`config.mk`:
```
export PLATFORM = sky130hd
export DESIGN_NAME = riscv_core_dpath_wb_pipe
export DESIGN_NICKNAME = d
export VERILOG_FILES = /design/src/rtl/riscv_core_dpath_wb_pipe.sv
export SDC_FILE = /design/constraint.sdc
export NUM_CORES = 1
export LEC_CHECK = 0
export ABC_AREA = 1
export BUFFER_PORTS_ARGS = -buffer_cell sky130_fd_sc_hd__buf_4
export CORE_MARGIN = 8
export CORE_UTILIZATION = 45
export CTS_CLUSTER_DIAMETER = 200
export DETAILED_ROUTE_END_ITERATION = 16
export GPL_TIMING_DRIVEN = 0
export PLACE_DENSITY_LB_ADDON = 0.15
export SLEW_MARGIN = 25
export SYNTH_ARGS = -nofsm -noshare
export SYNTH_HDL_FRONTEND = slang
export SYNTH_SLANG_ARGS = --single-unit
export TNS_END_PERCENT = 50
```
`constraint.sdc`:
```
create_clock -name clk -period 2.65 [get_ports clk]
set_input_delay 0.3975 -clock clk [delete_from_list [all_inputs] [get_ports clk]]
set_output_delay 0.3975 -clock clk [all_outputs]
set_load 0.05 [all_outputs]
```
`src/rtl/riscv_core_dpath_wb_pipe.sv`:
```
// riscv_core_dpath_wb_pipe
//   Writeback pipeline running from M-stage exit to W. It has DEPTH stages.
//   Stage 0 is the youngest entry and stage DEPTH-1 is the W stage.
//   The W stage drives the register-file write port.
//   A late (muldiv) result merges in on the transfer into the W stage.
//   Two decode source ports search the stages, youngest first, for bypass data.
//   Optional feature: define RISCV_WBPIPE_BYPASS_EN to enable data forwarding.
//   Without it, any match only raises byp_stall (interlock-only).
module riscv_core_dpath_wb_pipe #(
  parameter int unsigned W     = 32,
  parameter int unsigned DEPTH = 3
) (
  input  logic         clk,
  input  logic         reset_n,
  input  logic         stall,
  input  logic         in_val,
  input  logic         in_wen,
  input  logic         in_late,
  input  logic [4:0]   in_waddr,
  input  logic [W-1:0] in_data,
  input  logic [W-1:0] late_data,
  output logic         rf_wen,
  output logic [4:0]   rf_waddr,
  output logic [W-1:0] rf_wdata,
  input  logic [4:0]   byp_raddr0,
  input  logic [4:0]   byp_raddr1,
  output logic         byp_hit0,
  output logic         byp_hit1,
  output logic [W-1:0] byp_data0,
  output logic [W-1:0] byp_data1,
  output logic         byp_stall0,
  output logic         byp_stall1,
  output logic [31:0]  retire_count
);

  localparam int unsigned LAST = DEPTH - 1;

  logic [DEPTH-1:0] val_q,   val_d;
  logic [DEPTH-1:0] wen_q,   wen_d;
  logic [DEPTH-1:0] late_q,  late_d;
  logic [4:0]       waddr_q [DEPTH];
  logic [4:0]       waddr_d [DEPTH];
  logic [W-1:0]     data_q  [DEPTH];
  logic [W-1:0]     data_d  [DEPTH];
  logic [31:0]      retire_q, retire_d;

  logic [4:0]       raddr [2];
  logic             hit   [2];
  logic             stl   [2];
  logic [W-1:0]     bdata [2];

  // Shift the pipe on unstalled cycles and merge the late result into the W stage.
  always_comb begin
    val_d    = val_q;
    wen_d    = wen_q;
    late_d   = late_q;
    waddr_d  = waddr_q;
    data_d   = data_q;
    retire_d = retire_q;
    if (!stall) begin
      val_d[0]   = in_val;
      wen_d[0]   = in_wen;
      late_d[0]  = in_late;
      waddr_d[0] = in_waddr;
      data_d[0]  = in_data;
      for (int unsigned k = 1; k < DEPTH; k++) begin
        val_d[k]   = val_q[k-1];
        wen_d[k]   = wen_q[k-1];
        late_d[k]  = late_q[k-1];
        waddr_d[k] = waddr_q[k-1];
        data_d[k]  = data_q[k-1];
      end
      // late_data is aligned to the entry that is leaving stage LAST-1.
      if (late_q[LAST-1]) begin
        data_d[LAST] = late_data;
      end
      late_d[LAST] = 1'b0;
      if (val_q[LAST]) begin
        retire_d = retire_q + 32'd1;
      end
    end
  end

  // Stage registers and retire counter. Reset clears them asynchronously.
  always_ff @(posedge clk or negedge reset_n) begin
    if (!reset_n) begin
      val_q    <= '0;
      wen_q    <= '0;
      late_q   <= '0;
      retire_q <= '0;
      for (int unsigned k = 0; k < DEPTH; k++) begin
        waddr_q[k] <= '0;
        data_q[k]  <= '0;
      end
    end else begin
      val_q    <= val_d;
      wen_q    <= wen_d;
      late_q   <= late_d;
      retire_q <= retire_d;
      for (int unsigned k = 0; k < DEPTH; k++) begin
        waddr_q[k] <= waddr_d[k];
        data_q[k]  <= data_d[k];
      end
    end
  end

  assign rf_wen       = val_q[LAST] & wen_q[LAST] & (waddr_q[LAST] != 5'd0);
  assign rf_waddr     = waddr_q[LAST];
  assign rf_wdata     = data_q[LAST];
  assign retire_count = retire_q;

  assign raddr[0] = byp_raddr0;
  assign raddr[1] = byp_raddr1;

  // For each bypass port, pick the first matching stage, starting with the youngest.
  always_comb begin
    logic found;
`ifdef RISCV_WBPIPE_BYPASS_EN
    logic         sel_late;
    logic [W-1:0] sel_data;
`endif
    for (int unsigned p = 0; p < 2; p++) begin
      found = 1'b0;
`ifdef RISCV_WBPIPE_BYPASS_EN
      sel_late = 1'b0;
      sel_data = '0;
`endif
      for (int unsigned k = 0; k < DEPTH; k++) begin
        if (!found && val_q[k] && wen_q[k] && (raddr[p] != 5'd0) &&
            (waddr_q[k] == raddr[p])) begin
          found = 1'b1;
`ifdef RISCV_WBPIPE_BYPASS_EN
          sel_late = late_q[k];
          sel_data = data_q[k];
`endif
        end
      end
`ifdef RISCV_WBPIPE_BYPASS_EN
      hit[p]   = found & ~sel_late;
      stl[p]   = found & sel_late;
      bdata[p] = (found && !sel_late) ? sel_data : '0;
`else
      hit[p]   = 1'b0;
      stl[p]   = found;
      bdata[p] = '0;
`endif
    end
  end

  assign byp_hit0   = hit[0];
  assign byp_hit1   = hit[1];
  assign byp_stall0 = stl[0];
  assign byp_stall1 = stl[1];
  assign byp_data0  = bdata[0];
  assign byp_data1  = bdata[1];

endmodule

```
==> results.cfg, run 1 <==
[run_status]
outcome = completed

[logic_synthesis]
ys_top_cells_by_area = dfrtp_1, nand2_1, buf_4
avgSynthCellArea_um2 = 7.99
syn_area_um2 = 7830
synthCells = 980
synth_top_area_share_pct = 48.3
yosysTopAreaCell = dfrtp_1
async_flop_share_pct = 100
synth_edf_count = 0
ys_seq_area_share_pct = 48.3
synth-seq-cells = 151
synth_ff_type = dfrtp_1
yosysUniqueCellTypes = 32
yosysWarnings = 0

[clock_tree]
post_cts_buffers = 0
cts_inserted_buffers = 17
cts_hold_buf = 1
ctsHtreeMaxLevel = 4
cts_root_buffer = clkbuf_16
clk_pin_slew_ps = 60
cts.sinks = 151
tritoncts = done
cts_buffer_depth = 2
clock_latency_ps = 420
cts_resized = 0

[floorplan]
dieArea_um2 = 21900
fp.dieW_um = 148
start_util_pct = 45.6
core.rowCount = 48
core_um2 = 17200
die-height_um = 148
pin_count = 223

[drt]
routedWlPerCell_um = 13.9
viasPerCell = 4.56
num_vias = 6645
ant_nets = 0
dr.pass1.iters = 5
drt_wl_total_mm = 20.3
drc = 0
drt_iter0_drc = 393

[flow_run]
cap_violations = 0

[global_routing]
grt_max_degree = 90
grt_pass1_wl_mm = 33.0
grtUsageTotal_pct = 18.8
grt.overflow.total = 0
grt_pass1_vias = 6654
antenna_found_initial = 0

[critical_path]
crit_path_top_delay_cell = dfrtp_1
cp-end-kind = output port
required_ps = 2250
crit_top_cell = nand2_1
path_delay_family = simple AND/OR/NAND/NOR gates
crit_fanout = 3
crit_type = flip-flop to output port
start_kind = flip-flop
crit_arrival_ps = 1710
critPathMaxStageDelay_ps = 470
cp_cell_sequence = nand2_1, inv_1, nand2_1, nor2_1, nand3_1, nand3_1, nand2_1, inv_1, buf_4
cp_num_buf_inv = 3

[sta]
finalCritPeriodShare_pct = 79.6
setup_violations = 0
setup_ws_ps = 540
finClkSkew_ps = 19.0
worst_pin_slew_ps = 580
finalSetupTns_ps = 0
rsz0062_at_grt = false
fin_hold_ws_ps = 162
slew_violations = 0
slew-limit-headroom_pct = 61.4
hold_viol_final = 0
period_needed_ps = 2110
clock.fmax_ghz = 0.474

[placement]
gp_congestion = 0.908
place_hpwl_mm = 15.4
place.port_buffers = 155
dp.cells = 1426
dpl_worst_slack_ps = 917
placed_area_um2 = 9550

[finish]
multi_input_area_um2 = 3030
antenna_cells = 0
drive_gt1_share_pct = 26.1
final_core_util_pct = 59.3
fillers = 1643
fin_nets = 1307
fin_area_um2 = 10200
final_cell_count_no_fill = 1458
final-seq-area_um2 = 3780
area_growth_pct = 30.2

[power_and_ir_drop]
p_leak_nw = 5.47
peakVddDrop_mv = 0.411
fin_total_pwr_mw = 7.04
power.density_cell_area_nw_per_um2 = 691

[min_path]
hold_class = primary input to flip-flop
## final timing paths
| kind | startpoint | end | slack (ps) | depth (start not counted) |
|---|---|---|---|---|
| worst min register to register | data_q[75]$_DFFE_PN0N_ | data_q[75]$_DFFE_PN0N_ | 480 | 2 |
| worst min-delay path | in_data[15] | data_q[79]$_DFFE_PN0N_ | 160 | 3 |
| worst max register to register | retire_count[0]$_DFFE_PN0P_ | retire_count[26]$_DFFE_PN0P_ | 1020 | 8 |
| worst max-delay path | val_q[2]$_DFFE_PN0N_ | byp_stall1 | 540 | 9 |
| max in group asynchronous | reset_n | retire_count[6]$_DFFE_PN0P_ | 1330 | 3 |
| min in group asynchronous | reset_n | data_q[50]$_DFFE_PN0N_ | 500 | 2 |
## logic make-up after synthesis
| group | share of synthesized area [%] |
|---|---|
| other | 0.0479 |
| XOR/XNOR | 2.57 |
| adder cells (fa/ha/maj) | 0.160 |
| AO/OA/AOI/OAI | 8.44 |
| buffers and inverters | 16.1 |
| AND/OR/NAND/NOR | 24.4 |
| flip-flops | 48.3 |
## per-layer routing
layer | GRT usage, % | vias up | wire (um)
li1 | - | 3372 | -
met1 | 23.7 | 3043 | 9040
met2 | 30.2 | 196 | 9570
met3 | 4.71 | 34 | 1110
met4 | 7.70 | 0 | 531
met5 | 0 | - | 0
## power breakdown
group	internal, mW	total [mW]	switching, mW	leakage (nW)
Sequential	2.55	2.73	0.182	1.86
Combinational	0.595	1.75	1.16	3.31
Clock	1.62	2.56	0.939	0.301
## layout by cell type (no fill, tap or decap), types with 2 or more instances in the layout
master | netlist | layout
nand2_1 | 309 | 309
buf_4 | 103 | 257
dfrtp_1 | 151 | 151
inv_1 | 87 | 87
nor2_1 | 71 | 71
o21ai_0 | 67 | 67
conb_1 | 1 | 66
a21oi_1 | 64 | 64
clkbuf_1 | 22 | 22
nand3_1 | 20 | 20
clkbuf_16 | 0 | 17
nand4_1 | 13 | 13
xor2_1 | 12 | 12
xnor2_1 | 11 | 11
nor3_1 | 10 | 10
buf_2 | 7 | 7
nor2_4 | 6 | 6
bufinv_16 | 0 | 4
buf_1 | 3 | 3
nand2_2 | 3 | 3
inv_2 | 3 | 3
clkinvlp_4 | 0 | 3
clkinv_2 | 0 | 3
clkinv_4 | 1 | 2
nor2_8 | 2 | 2
nand2_4 | 2 | 2
nor2_2 | 2 | 2
nand3b_1 | 2 | 2
clkbuf_8 | 0 | 2
## tightest hold or removal path: cells and delay by family
kind          cells  cell delay, ps
simple gates      2              80
buf+inv           1              70
## cell usage after synthesis, types with 2 or more instances
cell / instances
nor2_8: 2
nand3_1: 20
nand3b_1: 2
nand2_2: 3
nor3_1: 10
buf_4: 103
buf_1: 3
nor2_1: 71
a21oi_1: 64
nand2_1: 309
nor2_2: 2
xor2_1: 12
nor2_4: 6
buf_2: 7
o21ai_0: 67
clkbuf_1: 22
xnor2_1: 11
nand2_4: 2
dfrtp_1: 151
inv_2: 3
inv_1: 87
nand4_1: 13
## registers in the layout (all words and copies together) (netlist names)
name,count
rf_waddr,5
rf_wdata,32
waddr_q,10
val_q,3
data_q,64
retire_count,32
late_q,2
wen_q,3
## area by class of cell
class | count | area share, %
Buffer | 136 | 8.96
Clock buffer | 19 | 4.44
Clock inverter | 12 | 1.72
Inverter | 91 | 3.40
Multi-Input combinational cell | 667 | 29.8
Sequential cell | 151 | 37.1
Tap cell | 225 | 2.76
Timing Repair Buffer | 157 | 11.9
Note: power is estimated with default switching activity, not from simulation.
==> run 2, diff against run 1 <==
- clock period: 2.65 -> 2.1 ns (I/O delays scaled with it)
==> results.cfg, run 2 (same netlist as run 1, synthesis figures left out) <==
[clock_tree]
cts.sinks = 151
tritoncts = done
clk_pin_slew_ps = 60
post_cts_buffers = 0
cts_inserted_buffers = 17
cts_buffer_depth = 2
clock_latency_ps = 420
cts_root_buffer = clkbuf_16
ctsHtreeMaxLevel = 4

[power_and_ir_drop]
power.density_cell_area_nw_per_um2 = 871
peakVddDrop_mv = 0.518
p_leak_nw = 5.47
fin_total_pwr_mw = 8.88

[floorplan]
pin_count = 223
fp.dieW_um = 148
start_util_pct = 45.6
die-height_um = 148
core.rowCount = 48
core_um2 = 17200
dieArea_um2 = 21900

[critical_path]
crit_path_top_delay_cell = dfrtp_2
required_ps = 1780
crit_fanout = 3
cp-end-kind = output port
start_kind = flip-flop
crit_type = flip-flop to output port
crit_arrival_ps = 1620
crit_top_cell = nand2_1
critPathMaxStageDelay_ps = 430
cp_cell_sequence = nand2_1, inv_1, nand2_1, nor2_2, nand3_1, nand3_1, nand2_1, inv_1, buf_4

[global_routing]
grt_pass1_wl_mm = 33.0
grt_max_degree = 90
grt.overflow.total = 0
grtUsageTotal_pct = 18.8
antenna_found_initial = 0
grt_pass1_vias = 6654

[sta]
setup_ws_ps = 161
rsz0062_at_grt = false
hold_viol_final = 0
finClkSkew_ps = 18.4
finalCritPeriodShare_pct = 92.3
setup_violations = 0
slew_violations = 0
clock.fmax_ghz = 0.516
slew-limit-headroom_pct = 61.3
period_needed_ps = 1940
worst_pin_slew_ps = 581
fin_hold_ws_ps = 80.1

[flow_run]
cap_violations = 0

[placement]
place_hpwl_mm = 15.4
dpl_worst_slack_ps = 472
gp_congestion = 0.908
place.port_buffers = 155

[drt]
viasPerCell = 4.57
routedWlPerCell_um = 13.9
drt_wl_total_mm = 20.2
dr.pass1.iters = 5
drt_iter0_drc = 395
ant_nets = 0
drc = 0
num_vias = 6656

[finish]
final_cell_mix = nand2_1, buf_4, dfrtp_1
mostFrequentLayoutCell = nand2_1
fin_nets = 1307
multi_input_area_um2 = 3040
top_register = data_q
antenna_cells = 0
drive_gt1_share_pct = 26.3
largest_reg_flops = 64
final-seq-area_um2 = 3780
area_growth_pct = 30.3
fillers = 1642

[run_status]
outcome = completed

[min_path]
hold_class = primary input to flip-flop
run 2: area by class of cell:
| type | instances | share of cell area (%) |
|---|---|---|
| Timing Repair Buffer | 157 | 11.9 |
| Clock buffer | 19 | 4.44 |
| Multi-Input combinational cell | 667 | 29.8 |
| Buffer | 136 | 8.96 |
| Clock inverter | 12 | 1.72 |
| Tap cell | 225 | 2.76 |
| Inverter | 91 | 3.40 |
| Sequential cell | 151 | 37.1 |
run 2: final timing paths:
kind                                                  start                           end  slack [ps]  cells after the start
worst max-delay path                   val_q[2]$_DFFE_PN0N_                    byp_stall1         160                      9
worst min-delay path                            in_data[15]        data_q[79]$_DFFE_PN0N_          80                      3
worst max register to register  retire_count[0]$_DFFE_PN0P_  retire_count[26]$_DFFE_PN0P_         460                      8
worst min register to register       data_q[75]$_DFFE_PN0N_        data_q[75]$_DFFE_PN0N_         480                      2
max in group asynchronous                           reset_n   retire_count[6]$_DFFE_PN0P_         870                      3
min in group asynchronous                           reset_n        data_q[50]$_DFFE_PN0N_         420                      2
run 2: layer usage:
metal / routed length (um) / global-route usage (%)
met5: 0 / 0
met4: 529 / 7.70
met3: 1150 / 4.71
met2: 9560 / 30.2
met1: 9000 / 23.7
run 2: power by group:
part           switching, mW  internal (mW)  leakage [nW]
Clock                   1.18           2.04         0.301
Combinational           1.46          0.752          3.31
Sequential             0.230           3.22          1.86
Total                   2.87           6.01          5.47
run 2: timing repair:
item,in CTS,in global routing
gates resized for setup,0,3
setup endpoints to repair,0,2
endpoints found under the hold margin,62,0
hold buffers,1,0
run 2: per-stage QoR:
step	cell area, um^2	instances	TNS (ps)	utilization (%)
after floorplan	8070	1045	0	-
final	10200	1458	0	59.4
after CTS	10200	1458	0	59.3
after global routing	10200	1458	0	59.4
after detailed placement	9550	1426	0	55.6
after global placement	9520	1425	-5840	55.4
run 2: worst max-delay path, delay by kind of cell, from the launching register on:
kind                   cells  cell delay, ps
buffers and inverters      3             320
flip-flops                 1             430
AND/OR/NAND/NOR            6             480
